[config.mk]
export PLATFORM = sky130hd
export DESIGN_NAME = ring_code_monitor_flat
export DESIGN_NICKNAME = d
export VERILOG_FILES = /design/src/rtl/ring_code_monitor_if.sv /design/src/rtl/ring_code_monitor.sv /design/src/flat_wrapper.sv
export SDC_FILE = /design/constraint.sdc
export NUM_CORES = 1
export LEC_CHECK = 0
export BUFFER_PORTS_ARGS = -buffer_cell sky130_fd_sc_hd__buf_4
export CAP_MARGIN = 20
export CORE_ASPECT_RATIO = 1.75
export CORE_MARGIN = 8
export CORE_UTILIZATION = 40
export CTS_CLUSTER_DIAMETER = 200
export DETAILED_ROUTE_END_ITERATION = 16
export PLACE_DENSITY = 0.58
export SKIP_LAST_GASP = 1
export SLEW_MARGIN = 30
export SYNTH_ARGS = -nofsm -noshare
export SYNTH_HDL_FRONTEND = slang
export SYNTH_SLANG_ARGS = --single-unit
[constraint.sdc]
create_clock -name clk -period 5.56 [get_ports clk]
set_input_delay 0.834 -clock clk [delete_from_list [all_inputs] [get_ports clk]]
set_output_delay 0.834 -clock clk [all_outputs]
set_load 0.05 [all_outputs]
[src/rtl/ring_code_monitor_if.sv]
// Code-word link between a ring/Johnson counter (master) and its sequence monitor (slave).
interface ring_code_monitor_if #(
   parameter int unsigned N   = 4,
   parameter int unsigned ECW = 8
);
   localparam int unsigned PW = $clog2(2 * N);

   logic           i_valid;
   logic [N-1:0]   i_code;
   logic [PW-1:0]  o_pos;
   logic           o_pos_valid;
   logic           o_locked;
   logic           o_err_pulse;
   logic [1:0]     o_err_type;
   logic [ECW-1:0] o_err_count;

   modport master (
      output i_valid, i_code,
      input  o_pos, o_pos_valid, o_locked, o_err_pulse, o_err_type, o_err_count
   );

   modport slave (
      input  i_valid, i_code,
      output o_pos, o_pos_valid, o_locked, o_err_pulse, o_err_type, o_err_count
   );
endinterface

[src/rtl/ring_code_monitor.sv]
// Receive-side ring/Johnson sequence checker: decodes each valid word, verifies it is the
// successor of the previous one, declares lock after LOCK_CNT good steps, counts errors.
module ring_code_monitor #(
   parameter int unsigned N        = 4,
   parameter int unsigned MODE     = 0,
   parameter int unsigned LOCK_CNT = 3,
   parameter int unsigned ECW      = 8
) (
   input logic               clk,
   input logic               rst,
   ring_code_monitor_if.slave bus
);
   localparam int          S  = (MODE == 0) ? int'(N) : int'(2 * N);
   localparam int unsigned PW = $clog2(2 * N);
   localparam int unsigned CW = $clog2(LOCK_CNT + 1);

   typedef enum logic [1:0] {StHunt, StCheck, StLocked} state_e;

   state_e         r_state;
   logic [N-1:0]   r_prev;
   logic [CW-1:0]  r_match_cnt;
   logic [PW-1:0]  r_pos;
   logic           r_pos_valid;
   logic           r_locked;
   logic           r_err_pulse;
   logic [1:0]     r_err_type;
   logic [ECW-1:0] r_err_count;

   logic           w_legal;
   logic [PW-1:0]  w_pos;
   logic [N-1:0]   w_succ;
   logic           w_match;
   logic [CW-1:0]  w_match_inc;
   logic [ECW-1:0] w_err_inc;

   // Legal code for position k, built straight from the ring/Johnson position formulas.
   function automatic logic [N-1:0] code_at(input int k);
      logic [N:0] t;
      if (MODE == 0) begin
         t = {{N{1'b0}}, 1'b1} << k;
         return t[N-1:0];
      end else if (k <= int'(N)) begin
         t = ({{N{1'b0}}, 1'b1} << k) - 1'b1;
         return t[N-1:0];
      end else begin
         t = ({{N{1'b0}}, 1'b1} << (k - int'(N))) - 1'b1;
         return ~t[N-1:0];
      end
   endfunction

   always_comb begin
      w_legal = 1'b0;
      w_pos   = '0;
      for (int k = 0; k < S; k++) begin
         if (bus.i_code == code_at(k)) begin
            w_legal = 1'b1;
            w_pos   = PW'(k);
         end
      end
   end

   assign w_succ      = (MODE == 0) ? {r_prev[N-2:0], r_prev[N-1]}
                                    : {r_prev[N-2:0], ~r_prev[N-1]};
   assign w_match     = (bus.i_code == w_succ);
   assign w_match_inc = r_match_cnt + 1'b1;
   assign w_err_inc   = (&r_err_count) ? r_err_count : r_err_count + 1'b1;

   always_ff @(posedge clk) begin
      if (rst) begin
         r_state     <= StHunt;
         r_prev      <= '0;
         r_match_cnt <= '0;
         r_pos       <= '0;
         r_pos_valid <= 1'b0;
         r_locked    <= 1'b0;
         r_err_pulse <= 1'b0;
         r_err_type  <= 2'd0;
         r_err_count <= '0;
      end else begin
         r_pos_valid <= 1'b0;
         r_err_pulse <= 1'b0;
         r_err_type  <= 2'd0;
         if (bus.i_valid) begin
            if (!w_legal) begin
               // Illegal word: drop back to hunting, keep the last good reference word.
               r_err_pulse <= 1'b1;
               r_err_type  <= 2'd1;
               r_err_count <= w_err_inc;
               r_locked    <= 1'b0;
               r_match_cnt <= '0;
               r_state     <= StHunt;
            end else begin
               r_pos_valid <= 1'b1;
               r_pos       <= w_pos;
               r_prev      <= bus.i_code;
               unique case (r_state)
                  StHunt: begin
                     r_match_cnt <= '0;
                     r_state     <= StCheck;
                  end
                  StCheck: begin
                     if (w_match) begin
                        r_match_cnt <= w_match_inc;
                        if (w_match_inc == CW'(LOCK_CNT)) begin
                           r_state  <= StLocked;
                           r_locked <= 1'b1;
                        end
                     end else begin
                        r_err_pulse <= 1'b1;
                        r_err_type  <= 2'd2;
                        r_err_count <= w_err_inc;
                        r_match_cnt <= '0;
                     end
                  end
                  StLocked: begin
                     if (!w_match) begin
                        r_err_pulse <= 1'b1;
                        r_err_type  <= 2'd2;
                        r_err_count <= w_err_inc;
                        r_match_cnt <= '0;
                        r_locked    <= 1'b0;
                        r_state     <= StCheck;
                     end
                  end
                  default: r_state <= StHunt;
               endcase
            end
         end
      end
   end

   assign bus.o_pos       = r_pos;
   assign bus.o_pos_valid = r_pos_valid;
   assign bus.o_locked    = r_locked;
   assign bus.o_err_pulse = r_err_pulse;
   assign bus.o_err_type  = r_err_type;
   assign bus.o_err_count = r_err_count;
endmodule

[src/flat_wrapper.sv]
// flat-port wrapper written by rule: the top's interface ports become plain ports
module ring_code_monitor_flat 
#(
   parameter int unsigned N        = 4,
   parameter int unsigned MODE     = 0,
   parameter int unsigned LOCK_CNT = 3,
   parameter int unsigned ECW      = 8
)
  (clk, rst, bus_i_valid, bus_i_code, bus_o_pos, bus_o_pos_valid, bus_o_locked, bus_o_err_pulse, bus_o_err_type, bus_o_err_count);
  ring_code_monitor_if #(.N(N), .ECW(ECW)) bus_i ();
  input logic clk;
  input logic rst;
  input wire logic [$bits(bus_i.i_valid)-1:0] bus_i_valid;
  input wire logic [$bits(bus_i.i_code)-1:0] bus_i_code;
  output wire logic [$bits(bus_i.o_pos)-1:0] bus_o_pos;
  output wire logic [$bits(bus_i.o_pos_valid)-1:0] bus_o_pos_valid;
  output wire logic [$bits(bus_i.o_locked)-1:0] bus_o_locked;
  output wire logic [$bits(bus_i.o_err_pulse)-1:0] bus_o_err_pulse;
  output wire logic [$bits(bus_i.o_err_type)-1:0] bus_o_err_type;
  output wire logic [$bits(bus_i.o_err_count)-1:0] bus_o_err_count;
  assign bus_i.i_valid = bus_i_valid;
  assign bus_i.i_code = bus_i_code;
  assign bus_o_pos = bus_i.o_pos;
  assign bus_o_pos_valid = bus_i.o_pos_valid;
  assign bus_o_locked = bus_i.o_locked;
  assign bus_o_err_pulse = bus_i.o_err_pulse;
  assign bus_o_err_type = bus_i.o_err_type;
  assign bus_o_err_count = bus_i.o_err_count;
  ring_code_monitor #(.N(N), .MODE(MODE), .LOCK_CNT(LOCK_CNT), .ECW(ECW)) u_core (.clk(clk), .rst(rst), .bus(bus_i));
endmodule
# ---- Yosys cells after proc, flatten, opt, wreduce, memory -nomap -nowiden
# Index checks and enable logic that the tools add are counted.
dict set report classes {
  eq_ne 15
  mux 32
  addsub 2
  n_bitwise 3
  reduce_logical 10
}
# cell n
set ops {}
lappend ops {{8-bit two-way mux} 4}
lappend ops {{2-bit two-way mux} 10}
lappend ops {{1-bit two-way mux} 15}
lappend ops {{3-bit != test, second input constant} 4}
lappend ops {{2-bit case mux with 3 select lines} 2}
lappend ops {{8-bit by 1-bit adder with 8-bit output, second input constant} 1}
lappend ops {{8-bit AND reduction} 1}
lappend ops {{3-bit AND reduction} 2}
lappend ops {{5-bit AND reduction} 1}
lappend ops {{2-bit equality test, second input constant} 2}
lappend ops {{4-bit by 1-bit equality test with 1-bit output, second input constant} 1}
lappend ops {{4-bit by 2-bit equality test with 1-bit output, second input constant} 1}
lappend ops {{4-bit by 3-bit equality test with 1-bit output, second input constant} 1}
lappend ops {{4-bit equality test} 1}
lappend ops {{4-bit equality test, second input constant} 1}
lappend ops {{2-bit != test, second input constant} 2}
lappend ops {{4-bit != test, second input constant} 1}
lappend ops {{4-bit AND reduction} 1}
lappend ops {{2-bit OR reduction} 2}
lappend ops {{4-bit OR reduction} 1}
lappend ops {{1-bit NOT} 3}
lappend ops {{2-bit by 1-bit adder with 2-bit output, second input constant} 1}
lappend ops {{2-bit by 1-bit equality test with 1-bit output, second input constant} 1}
lappend ops {{2-bit logical NOT} 1}
lappend ops {{2 further kinds} 2}
dict set report word_totals {
  output_inout_bits 16
  reg_bits 24
  wordCells 72
}

# ---- Longest topological paths before layout
dict set report depth {
  word_depth 7
  depth_mapped 6
  mapped_depth_nobuf 6
}

# ---- Least setup slack after synthesis
# Ideal clock, no wire load.
dict set report synth_timing {
  kind {input -> register}
  start {in bus_i_code[1]}
  end {reg u_core.r_err_count[5] (netlist: u_core.bus.o_err_count[5])}
  required_ps 5437
  path_slack_ps 3213
  stages 6
  path_buffers 1
  setup_ps 123
  t_arrival_ps 2224
  cell_sequence {buf_6 > xor2_4 > o41ai_4 > a21oi_2 > and3_1 > mux2_1}
}
dict set report synth_via {
  elab_chain_cells 7
}
# item line_no
set synth_lines {}
lappend synth_lines {{from (decl)} flat_wrapper.sv:14} ;# input wire logic [$bits(bus_i.i_code)-1:0] bus_i_code;
lappend synth_lines {{4-bit by 1-bit equality test with 1-bit output} ring_code_monitor.sv:55} ;# if (bus.i_code == code_at(k)) begin
lappend synth_lines {{1-bit two-way mux (4 in series)} ring_code_monitor.sv:55}
lappend synth_lines {{2-bit != test (no line)} --}
lappend synth_lines {{3-bit AND reduction (no line)} --}
lappend synth_lines {{to (signal assigned)} ring_code_monitor.sv:88} ;# r_err_count <= w_err_inc;
lappend synth_lines {{to (signal assigned)} ring_code_monitor.sv:111} ;# r_err_count <= w_err_inc;
lappend synth_lines {{to (signal assigned)} ring_code_monitor.sv:119} ;# r_err_count <= w_err_inc;
lappend synth_lines {{to (decl)} ring_code_monitor.sv:27} ;# logic [ECW-1:0] r_err_count;
# Parallel ways exist; a longest one is shown, timed or not.
# A chain may end at the register's enable or synchronous reset.

# ---- Worst setup path after layout
dict set report layout_timing {
  start {in bus_i_code[2]}
  end {reg u_core.r_state[0]}
}
dict set report layout_via {
  elab_chain_cells 7
}
# item line_no
set layout_lines {}
lappend layout_lines {{4-bit by 1-bit equality test with 1-bit output} ring_code_monitor.sv:55}
lappend layout_lines {{1-bit two-way mux (4 in series)} ring_code_monitor.sv:55}
lappend layout_lines {{3-bit != test (no line)} --}
lappend layout_lines {{4-bit AND reduction (no line)} --}
lappend layout_lines {{to (signal assigned)} ring_code_monitor.sv:70} ;# r_state <= StHunt;
lappend layout_lines {{to (signal assigned)} ring_code_monitor.sv:91} ;# r_state <= StHunt;
lappend layout_lines {{to (signal assigned)} ring_code_monitor.sv:99} ;# r_state <= StCheck;
lappend layout_lines {{to (decl)} ring_code_monitor.sv:19} ;# state_e r_state;
# Parallel ways exist; a longest one is shown, timed or not.

==> flow_summary.yaml <==
synth:
  yosys.area.top_type_share: 0.336
  yosysMostFrequentCell: "dfxtp_1"
  syn-num-nets: 158
  syn-cell-area_sq_um: 1370
  synth_cells: 145
  yosys_register_bits: 23
  synth_common_cells: "dfxtp_1, nor2_1, xnor2_1"
  avgSynthCellArea_sq_um: 9.44
  synth_area_leaders: "dfxtp_1, xnor2_1, ha_1"
  ys.flop_type: "dfxtp_1"
  yosysWarnings: 0
  async_flop_share: 0
  synth_top_cell_by_area: "dfxtp_1"
  synth_edf_count: 0
  synth_seq_area_share: 0.336
  yosysUniqueCellTypes: 46
critical_path:
  cp_max_fo: 17
  worstSetupPathType: "in2reg"
  rrSetupSlack_ps: 3630
  worstPathArrival_ps: 2520
  endpoint_kind: "flip-flop"
  cp_data_required_time_ps: 5750
  crit_path_start_kind: "primary input"
timing:
  setup_violations: 0
  min_period_ps: 2330
  worst_slew_pin_slew_ps: 554
  hold_viol: 0
  fin_skew_ps: 3.68
  fin_setup_tns_ps: 0
  fin_crit_sh: 0.419
  rsz0062_at_grt: "no"
  setup_slack_ps: 3230
  finalMaxSlewViolations: 0
  max_freq_mhz: 429
  slew_headroom: 0.631
global_routing:
  grt_remaining_overflow: 0
  grt_pass1_wl_um: 5170
  antenna_found_initial: 0
  grt_pass1_vias: 1101
  grt.total_usage: 0.115
  grt_start_max_net_pins: 28
floorplan:
  io_pins: 23
  die_h_um: 93.4
  core_sq_um: 3330
  die_x_um: 60.2
  rows: 28
  initial_core_util: 0.411
  die_area_sq_um: 5620
route:
  ant_nets: 0
  routedWlPerCell_um: 14.1
  vias_per_cell: 5.00
  drc: 0
  num_vias: 1026
  routed_wl_um: 2890
  dr.pass1.iters: 4
  drtIter0Drc: 10
worst_hold_path:
  min_path_type: "reg2reg"
cts:
  ctsRootBufferMaster: "clkbuf_8"
  cts_sinks: 23
  cts-hold-fix-buffers: 0
  cts_tree: "built"
  htreeDepth: 1
  cts_resized: 0
  post_cts_buffers: 0
  clk_path_buf_depth: 2
  cts.clk_slew.worst_paths_ps: 80
  cts_buffers: 3
  worstSkewPairLatency_ps: 260
job:
  drv_cap: 0
run_status:
  outcome: "finished, final reports clean"
power_and_ir_drop:
  leakagePower_nw: 0.599
  peakVddDrop_mv: 0.138
  p_per_area_nw_per_um2: 222
layout:
  nNetsFinal: 174
  syn_to_final_growth_pct: 13.3
  antenna_cells: 0
  drive_gt1_frac: 0.238
place:
  port_buffers: 21
  hpwl_um: 2220
  place_ws_ps: 2970
  place_congestion: 0.811
[layer usage]
metal	GRT usage	routed length (um)	part of all wire	vias to the layer above
met2	0.198	1510	0.52	24
met5	0	0	0	-
met1	0.131	1170	0.41	473
met4	0.0381	42	0.015	0
li1	-	-	-	525
met3	0.0289	156	0.054	4
[through the flow]
| step | util | instances | power, mW | hold WS [ps] | cell area (sq um) |
|---|---|---|---|---|---|
| floorplan | - | 145 | 0.235 | 445 | 1370 |
| global placement | 0.452 | 201 | 0.248 | 460 | 1510 |
| detailed placement | 0.452 | 201 | 0.248 | 485 | 1510 |
| CTS | 0.466 | 205 | 0.351 | 497 | 1550 |
| global route | 0.466 | 205 | 0.365 | 526 | 1550 |
| finish | 0.466 | 205 | 0.344 | 493 | 1550 |
[cell families (layout without fill, tap and decap cells)]
family,Yosys count,in the layout,synth area share
AOI/OAI and AO/OA,26,26,0.153
xor gates and xnor gates,13,13,0.113
adders and majority gates,6,6,0.0548
buffers and inverters,15,30,0.0704
DFF,23,23,0.336
muxes,5,5,0.0384
other,1,1,0.00274
and+or+nand+nor,56,56,0.231
[sequential cells by signal (all words and copies together) (netlist names)]
name                    count
u_core.bus.o_pos_valid      1
u_core.bus.o_err_type       2
u_core.bus.o_err_pulse      1
u_core.bus.o_locked         1
u_core.r_prev               4
u_core.bus.o_pos            2
u_core.r_match_cnt          2
u_core.r_state              2
u_core.bus.o_err_count      8
[final timing paths]
| kind | startpoint | endpoint | depth (start not counted) |
|---|---|---|---|
| max | bus_i_code[2] | u_core.r_state[0] | 6 |
| min | u_core.r_match_cnt[1] | u_core.r_match_cnt[1] | 2 |
| max reg2reg | u_core.r_prev[0] | u_core.bus.o_err_count[5] | 5 |
| min reg2reg | u_core.r_match_cnt[1] | u_core.r_match_cnt[1] | 2 |
[final cells by class]
type / count / area (sq um)
clock buffer: 3 / 41.3
timing repair buffer: 21 / 158
clock inverter: 1 / 5.00
inverter: 5 / 18.8
tap: 45 / 56.3
sequential: 23 / 460
fill: 337 / 1780
multi-input combinational: 107 / 812
[worst max-delay path, cell delays in order]
cell	delay, ps
buf_4	150
or2_4	260
o22ai_4	440
nand2_4	160
or4_1	520
a31oi_1	160
[where the power goes]
part	switching [mW]	internal, mW
Clock	0.0504	0.0498
Sequential	0.00446	0.170
Combinational	0.0459	0.0237
Total	0.101	0.243
[placed cells by master (no fill, tap or decap), types with 2 or more instances in the layout]
master,synthesis,routed
a211oi_1,5,5
a21oi_1,7,7
and3_1,2,2
buf_4,3,21
clkbuf_8,0,3
dfxtp_1,23,23
ha_1,6,6
inv_1,5,5
mux2_1,2,2
mux2i_1,3,3
nand2_1,8,8
nand2b_1,5,5
nand3_1,5,5
nor2_1,12,12
nor2b_1,3,3
nor3_1,8,8
o21ai_0,2,2
o21ai_1,2,2
or4_1,3,3
xnor2_1,9,9
xor2_2,3,3
Power figures use the tool's default switching activity.
